`src/rtl/dmac_pkg.sv`:
```
// Shared constants for the DMA controller's AHB-Lite master: bus encodings,
// transfer direction codes and the master FSM state type.
package dmac_pkg;

    localparam logic [1:0] HTRANS_IDLE   = 2'b00;
    localparam logic [1:0] HTRANS_NONSEQ = 2'b10;
    localparam logic [2:0] HSIZE_WORD    = 3'b010;
    localparam logic [2:0] HBURST_SINGLE = 3'b000;

    localparam logic TARGET_M2P = 1'b0;
    localparam logic TARGET_P2M = 1'b1;

    typedef enum logic [2:0] {
        StIdle = 3'd0,
        StRdA  = 3'd1,
        StRdD  = 3'd2,
        StWrA  = 3'd3,
        StWrD  = 3'd4,
        StFin  = 3'd5
    } ahb_state_e;

endpackage

```
`src/rtl/dmac_ahb_master.sv`:
```
// AHB-Lite master for one DMA channel run: single-beat read then single-beat
// write per word, repeated size times, with abort and error termination.
module dmac_ahb_master
    import dmac_pkg::*;
#(
    parameter int unsigned SIZE_W   = 10,
    parameter int unsigned ADDR_INC = 4
) (
    input  logic              HCLK,
    input  logic              HRESETn,
    input  logic              start,
    input  logic [31:0]       src_addr,
    input  logic [31:0]       dst_addr,
    input  logic [SIZE_W-1:0] size,
    input  logic              target,
    input  logic              abort,
    output logic              busy,
    output logic              done,
    output logic              err,
    output logic [SIZE_W-1:0] words_done,
    output logic [31:0]       HADDR,
    output logic [1:0]        HTRANS,
    output logic              HWRITE,
    output logic [2:0]        HSIZE,
    output logic [2:0]        HBURST,
    output logic [31:0]       HWDATA,
    input  logic [31:0]       HRDATA,
    input  logic              HREADY,
    input  logic              HRESP
);

    ahb_state_e        state_q, state_d;
    logic [31:0]       src_ptr_q;
    logic [31:0]       dst_ptr_q;
    logic [SIZE_W-1:0] remaining_q;
    logic [SIZE_W-1:0] words_done_q;
    logic              target_q;
    logic [31:0]       buffer_q;
    logic              err_q;
    logic              last_word;

    assign last_word = (remaining_q == SIZE_W'(1));

    always_ff @(posedge HCLK) begin
        if (!HRESETn) begin
            state_q <= StIdle;
        end else begin
            state_q <= state_d;
        end
    end

    // Next state and bus outputs; outputs depend only on registered state.
    always_comb begin
        state_d = state_q;
        HTRANS  = HTRANS_IDLE;
        HADDR   = 32'h0;
        HWRITE  = 1'b0;
        HWDATA  = 32'h0;
        case (state_q)
            StIdle: begin
                if (start) begin
                    state_d = (size == '0) ? StFin : StRdA;
                end
            end
            StRdA: begin
                HTRANS = HTRANS_NONSEQ;
                HADDR  = src_ptr_q & ~32'h3;
                if (HREADY) begin
                    state_d = StRdD;
                end
            end
            StRdD: begin
                if (HRESP) begin
                    state_d = StFin;
                end else if (HREADY) begin
                    state_d = StWrA;
                end
            end
            StWrA: begin
                HTRANS = HTRANS_NONSEQ;
                HADDR  = dst_ptr_q & ~32'h3;
                HWRITE = 1'b1;
                if (HREADY) begin
                    state_d = StWrD;
                end
            end
            StWrD: begin
                HWDATA = buffer_q;
                if (HRESP) begin
                    state_d = StFin;
                end else if (HREADY) begin
                    state_d = (last_word || abort) ? StFin : StRdA;
                end
            end
            StFin: begin
                state_d = StIdle;
            end
            default: begin
                state_d = StIdle;
            end
        endcase
    end

    // Pointers, counters, data buffer and the sticky error flag.
    always_ff @(posedge HCLK) begin
        if (!HRESETn) begin
            src_ptr_q    <= 32'h0;
            dst_ptr_q    <= 32'h0;
            remaining_q  <= '0;
            words_done_q <= '0;
            target_q     <= TARGET_M2P;
            buffer_q     <= 32'h0;
            err_q        <= 1'b0;
        end else begin
            case (state_q)
                StIdle: begin
                    if (start) begin
                        src_ptr_q    <= src_addr;
                        dst_ptr_q    <= dst_addr;
                        remaining_q  <= size;
                        words_done_q <= '0;
                        target_q     <= target;
                        err_q        <= 1'b0;
                    end
                end
                StRdD: begin
                    if (HRESP) begin
                        err_q <= 1'b1;
                    end else if (HREADY) begin
                        buffer_q <= HRDATA;
                    end
                end
                StWrD: begin
                    if (HRESP) begin
                        err_q <= 1'b1;
                    end else if (HREADY) begin
                        words_done_q <= words_done_q + SIZE_W'(1);
                        remaining_q  <= remaining_q - SIZE_W'(1);
                        if (target_q == TARGET_P2M) begin
                            dst_ptr_q <= dst_ptr_q + 32'(ADDR_INC);
                        end else begin
                            src_ptr_q <= src_ptr_q + 32'(ADDR_INC);
                        end
                        if (abort && !last_word) begin
                            err_q <= 1'b1;
                        end
                    end
                end
                default: ;
            endcase
        end
    end

    assign busy       = (state_q != StIdle);
    assign done       = (state_q == StFin);
    assign err        = err_q;
    assign words_done = words_done_q;
    assign HSIZE      = HSIZE_WORD;
    assign HBURST     = HBURST_SINGLE;

endmodule

```
`config.mk`:
```
export PLATFORM = sky130hd
export DESIGN_NAME = dmac_ahb_master
export DESIGN_NICKNAME = d
export VERILOG_FILES = /design/src/rtl/dmac_pkg.sv /design/src/rtl/dmac_ahb_master.sv
export SDC_FILE = /design/constraint.sdc
export NUM_CORES = 1
export LEC_CHECK = 0
export BUFFER_PORTS_ARGS = -buffer_cell sky130_fd_sc_hd__buf_2
export CAP_MARGIN = 20
export CORE_ASPECT_RATIO = 1.4
export CORE_MARGIN = 2
export CORE_UTILIZATION = 30
export DETAILED_ROUTE_END_ITERATION = 10
export SLEW_MARGIN = 10
export SYNTH_ARGS = -nofsm -noshare
export SYNTH_HDL_FRONTEND = slang
export SYNTH_SLANG_ARGS = --single-unit
```
`constraint.sdc`:
```
create_clock -name HCLK -period 2.8 [get_ports HCLK]
set_input_delay 0.28 -clock HCLK [delete_from_list [all_inputs] [get_ports HCLK]]
set_output_delay 0.28 -clock HCLK [all_outputs]
set_load 0.005 [all_outputs]
```
# [Yosys cells after proc, flatten, opt, wreduce, memory -nomap -nowiden]
# Cells that the tools add are included.
[word_totals] ff_bits=121 latchBits=0 ramBits=0 romBits=0 input_bits=113 out_inout_bits=86 word_cells=84 mem_count=0
[classes] n_addsub=4 mul=0 div_mod_pow=0 order_cmp=0 n_eq_ne=17 n_shift=0 mux=38 n_bitwise=1 reduce_logical=16
[ops] cell="32-bit two-way mux" count=9
[ops] cell="32-bit one-hot mux with 2 select lines" count=3
[ops] cell="32-bit by 3-bit adder with 32-bit output (second input constant)" count=2
[ops] cell="10-bit two-way mux" count=6
[ops] cell="10-bit one-hot mux with 2 select lines" count=2
[ops] cell="3-bit two-way mux" count=9
[ops] cell="5-bit AND reduction" count=4
[ops] cell="2-bit inequality test (second input constant)" count=8
[ops] cell="3-bit one-hot mux with 5 select lines" count=1
[ops] cell="10-bit by 1-bit adder with 10-bit output (second input constant)" count=1
[ops] cell="10-bit by 1-bit == test with 1-bit output (second input constant)" count=1
[ops] cell="10-bit zero test" count=1
[ops] cell="10-bit by 1-bit subtractor with 10-bit output (second input constant)" count=1
[ops] cell="3-bit inequality test (second input constant)" count=3
[ops] cell="3-bit by 2-bit == test with 1-bit output (second input constant)" count=2
[ops] cell="3-bit == test (second input constant)" count=2
[ops] cell="1-bit two-way mux" count=6
[ops] cell="3-bit nonzero test" count=2
[ops] cell="4-bit AND reduction" count=1
[ops] cell="3-bit by 1-bit == test with 1-bit output (second input constant)" count=1
[ops] cell="3-bit zero test" count=1
[ops] cell="1-bit one-hot mux with 3 select lines" count=1
[ops] cell="3-bit AND reduction" count=1
[ops] cell="2-bit two-way mux" count=1
[ops] cell="7 further kinds" count=7

# [Logic depth before layout (Yosys ltp)]
[depth] ltp_word=7 depth_mapped=9

# [Worst setup path after synthesis]
# OpenSTA, ideal clock, no wires.
[synth_timing] kind="reg2reg" startpoint="register src_ptr_q[2]" endpoint="register src_ptr_q[28]" setup_time_ps=77 arrival_time_ps=1833 required_ps=2723 path_slack_ps=890 path_stages_with_launch=7 synth_period_minus_slack_ps=1910 cell_sequence="dfxtp_1 > ha_1 > nand4_2 > nor4_4 > nand3_1 > or4_1 > a41oi_2"
[synth_via] elab_chain_len=5
[synth_rtl] item="start: declaration" line_no="dmac_ahb_master.sv:33" rtl="logic [31:0] src_ptr_q;"
[synth_rtl] item="start signal: assignment" line_no="dmac_ahb_master.sv:118" rtl="src_ptr_q <= src_addr;"
[synth_rtl] item="start signal: assignment" line_no="dmac_ahb_master.sv:142" rtl="src_ptr_q <= src_ptr_q + 32'(ADDR_INC);"
[synth_rtl] item="32-bit by 3-bit adder with 32-bit output" line_no="dmac_ahb_master.sv:142"
[synth_rtl] item="32-bit two-way mux" line_no="dmac_ahb_master.sv:139" rtl="if (target_q == TARGET_P2M) begin"
[synth_rtl] item="32-bit two-way mux" line_no="dmac_ahb_master.sv:136" rtl="end else if (HREADY) begin"
[synth_rtl] item="32-bit two-way mux" line_no="dmac_ahb_master.sv:134" rtl="if (HRESP) begin"
[synth_rtl] item="32-bit one-hot mux with 2 select lines" line_no="dmac_ahb_master.sv:115" rtl="case (state_q)"
# Every way passes these cells. The select of a mux whose other input is x is not followed.
# A chain may end at the register's enable or synchronous reset.

# [Final worst setup path]
[layout_timing] startpoint="register state_q[2]" endpoint="output port HWDATA[26]"
[layout_via] elab_chain_len=2
[layout_rtl] item="start: declaration" line_no="dmac_ahb_master.sv:32" rtl="ahb_state_e state_q, state_d;"
[layout_rtl] item="start signal: assignment" line_no="dmac_ahb_master.sv:46" rtl="state_q <= StIdle;"
[layout_rtl] item="start signal: assignment" line_no="dmac_ahb_master.sv:48" rtl="state_q <= state_d;"
[layout_rtl] item="3-bit == test" line_no="dmac_ahb_master.sv:59" rtl="case (state_q)"
[layout_rtl] item="32-bit two-way mux" line_no="dmac_ahb_master.sv:59"
[layout_rtl] item="end: declaration" line_no="dmac_ahb_master.sv:26" rtl="output logic [31:0] HWDATA,"
# Every way passes these cells.

==> key figures <==
Outcome
  • Status: finished, final reports clean

Critical path
  • Worst Reg-to-Reg Cells: 6
  • R2R Path End: src_ptr_q[28]
  • Nature of the critical path startpoint: flip-flop
  • Crit-path max FO: 64
  • CP Class: flip-flop to primary output
  • R2R setup slack: 540 ps
  • Crit. End Element: primary output
  • Worst endpoint required time: 2520 ps
  • Data arrival time of the worst path: 2140 ps
  • Worst R2R Start: src_ptr_q[2]

Routing
  • Wire length per cell: 16.6 um
  • Initial DRC Count: 826
  • Drc violations: 0
  • Post-Route WL: 23.5 mm
  • ANT nets after route: 0
  • Vias: 7542
  • Drt first pass iters: 5
  • Post-DR vias/cell: 5.33

Synth
  • Post-synth cell types: 77
  • Post-Synthesis Cells: 942
  • Yosys warns: 0
  • Register area share after synthesis: 33.1%
  • Syn_area_per_cell: 7.50 um^2
  • Area leader, netlist: dfxtp_1
  • Ranking of synthesized cells by area: dfxtp_1 (33%), nand2_1 (7.6%), a21oi_1 (6.7%)
  • Post-synth EDFFs: 0
  • Ys async rst share: 0%
  • Syn Std Cell Area: 7070 um^2
  • Synth top area share: 33.1%
  • Register bit total from synthesis: 117
  • Top_reg_cell synth: dfxtp_1

Power
  • Power Density: 569 nW/um^2
  • Leak: 3.65 nW
  • Peak supply drop: 0.000400 V

Timing
  • Slew HR: 48.9%
  • Crit path time final: 2420 ps
  • Clock skew: 5.90 ps
  • RSZ-0062 raised after global routing: no
  • Final count of hold timing violations: 0
  • Setup violations, final: 0
  • Final period util: 86.4%
  • Maximum clock rate: 413 MHz
  • Fin Setup TNS: 0 ps
  • Slew Viols, Final: 0
  • Worst slew pin tran: 759 ps

Clock network
  • CTS clk-pin slew, worst paths: 60 ps
  • CTS max path bufs: 2
  • # Post-CTS Setup Buffers: 0
  • # H-tree levels: 4
  • Worst skew pair latency: 420 ps
  • CTS tree: built
  • Sink Count: 117
  • # hold bufs at CTS: 0
  • Cts bufs inserted: 17
  • # resized after CTS: 0
  • Clk root buf: clkbuf_16

Finish
  • Layout cells sized above 1: 25.3%
  • Cell area after layout: 8950 um^2
  • Layout fillers: 2443
  • Most frequent cells in the layout: buf_2 (185), nand2_1 (144), dfxtp_1 (117)
  • Final #Nets: 1213
  • Commonest non-fill, non-tap cell in the layout: buf_2
  • Area added between synthesis and finish: 26.7%

Flow run
  • Maxcap violations: 0

Die
  • Die W: 134 um
  • I/O pin count: 199
  • Num rows: 66
  • Die height: 186 um
  • Core area: 23200 um^2
  • Starting Density: 30.5%
  • Die footprint: 24800 um^2

Place
  • Placed Area: 8280 um^2
  • RD Place Congestion: 0.821
  • Port Buf Inserts: 185
  • DP HPWL: 16.9 mm

Hold path
  • Hold Crit Class: input pin to flip-flop
  • WHS Endpoint: buffer_q[2]
  • Hold Path Cell Cnt: 3
  • Worst Min Path Start: HRDATA[2]

Global routing
  • Vias in the first global route: 6941
  • GRT overflow: 0
  • First-pass GRT wire length: 37.0 mm
  • Largest net degree at the start of global routing: 70
  • Global Route Usage Sum: 18.7%
  • Initial antenna violation count: 1
-- cell usage after synthesis, drive strengths merged (3+ instances only) --
master and number:
nand4 25, o2111ai 3, o21ai 57, and2 47
or4 4, a211oi 6, ha 5, inv 7
o221a 6, and4 9, or3b 3, a311oi 6
nor3b 4, clkbuf 54, o31a 7, a22o 34
a32oi 3, dfxtp 117, buf 33, nor2b 5
o211ai 5, nor3 24, or3 10, nand3b 3
xor2 7, nand3 45, and3 11, a22oi 7
a31oi 10, nor2 70, nor4 17, a21oi 94
a41oi 4, o21a 6, o22ai 9, a21o 4
nand2 144, nand2b 3
-- layout make-up --
cell class,count,area [um^2],share of cell area (%)
multi-input cells,738,4360,48.7
flip-flops and latches,117,2340,26.2
repair buffers,214,1170,13.1
clock buffers,19,443,4.95
well taps,306,383,4.28
clock inverters,13,229,2.56
inverters,7,26.3,0.293
diodes,2,5.00,0.0559
-- state kept, by name (all words and copies together), names as in the netlist --
name	count
remaining_q	10
buffer_q	32
err	1
state_q	3
dst_ptr_q	30
words_done	10
src_ptr_q	30
target_q	1
-- worst max path at each step --
stage	cells past startpoint	start	to
floorplan	6	src_ptr_q[2]	src_ptr_q[28]
global placement	6	src_ptr_q[2]	src_ptr_q[28]
detailed placement	6	src_ptr_q[2]	src_ptr_q[28]
CTS	5	state_q[2]	HWDATA[23]
global route	5	state_q[2]	HWDATA[7]
finish	5	state_q[2]	HWDATA[26]
-- routing by layer --
metal	vias to the layer above	track usage (%)	wire length, um	share of wire (%)
met4	0	8.64	858	3.7
li1	3739	-	-	-
met5	-	0	0	0
met2	226	30.9	11300	48
met1	3531	23.1	10200	43
met3	46	4.03	1110	4.7
-- logic make-up after synthesis --
logic type               count (synthesis)  synth area share, %
AO/OA/AOI/OAI                          279                 25.9
other                                    2                0.106
AND/OR/NAND/NOR                        435                 32.8
buffers and inverters                   94                 5.91
multiplexers                             3                0.443
flip-flops                             117                 33.1
XOR/XNOR                                 7                0.868
adder cells (fa/ha/maj)                  5                0.885
-- stage by stage --
| step | util [%] | hold slack [ps] | instances | power [W] | setup slack [ps] |
|---|---|---|---|---|---|
| after floorplan | - | 416 | 949 | 0.00235 | 890 |
| final | 38.6 | 89.1 | 1416 | 0.00510 | 381 |
| after global placement | 35.7 | 438 | 1382 | 0.00262 | 614 |
| after CTS | 38.6 | 67.7 | 1414 | 0.00515 | 349 |
| after detailed placement | 35.7 | 442 | 1382 | 0.00263 | 572 |
| after global routing | 38.6 | 78.5 | 1415 | 0.00532 | 249 |
-- power by group --
group | leakage, nW | switching, W | internal (W)
Sequential | 0.956 | 0.000145 | 0.00177
Combinational | 2.38 | 0.000397 | 0.000289
Clock | 0.315 | 0.000807 | 0.00169
Total | 3.65 | 0.00135 | 0.00375
-- worst max-delay path, cell delays in order (launching register included) --
cell	delay, ps
dfxtp_1	350
buf_4	240
nor3b_4	500
buf_12	320
and2_1	180
buf_2	110
No activity file was read; power rests on OpenSTA's default activity.
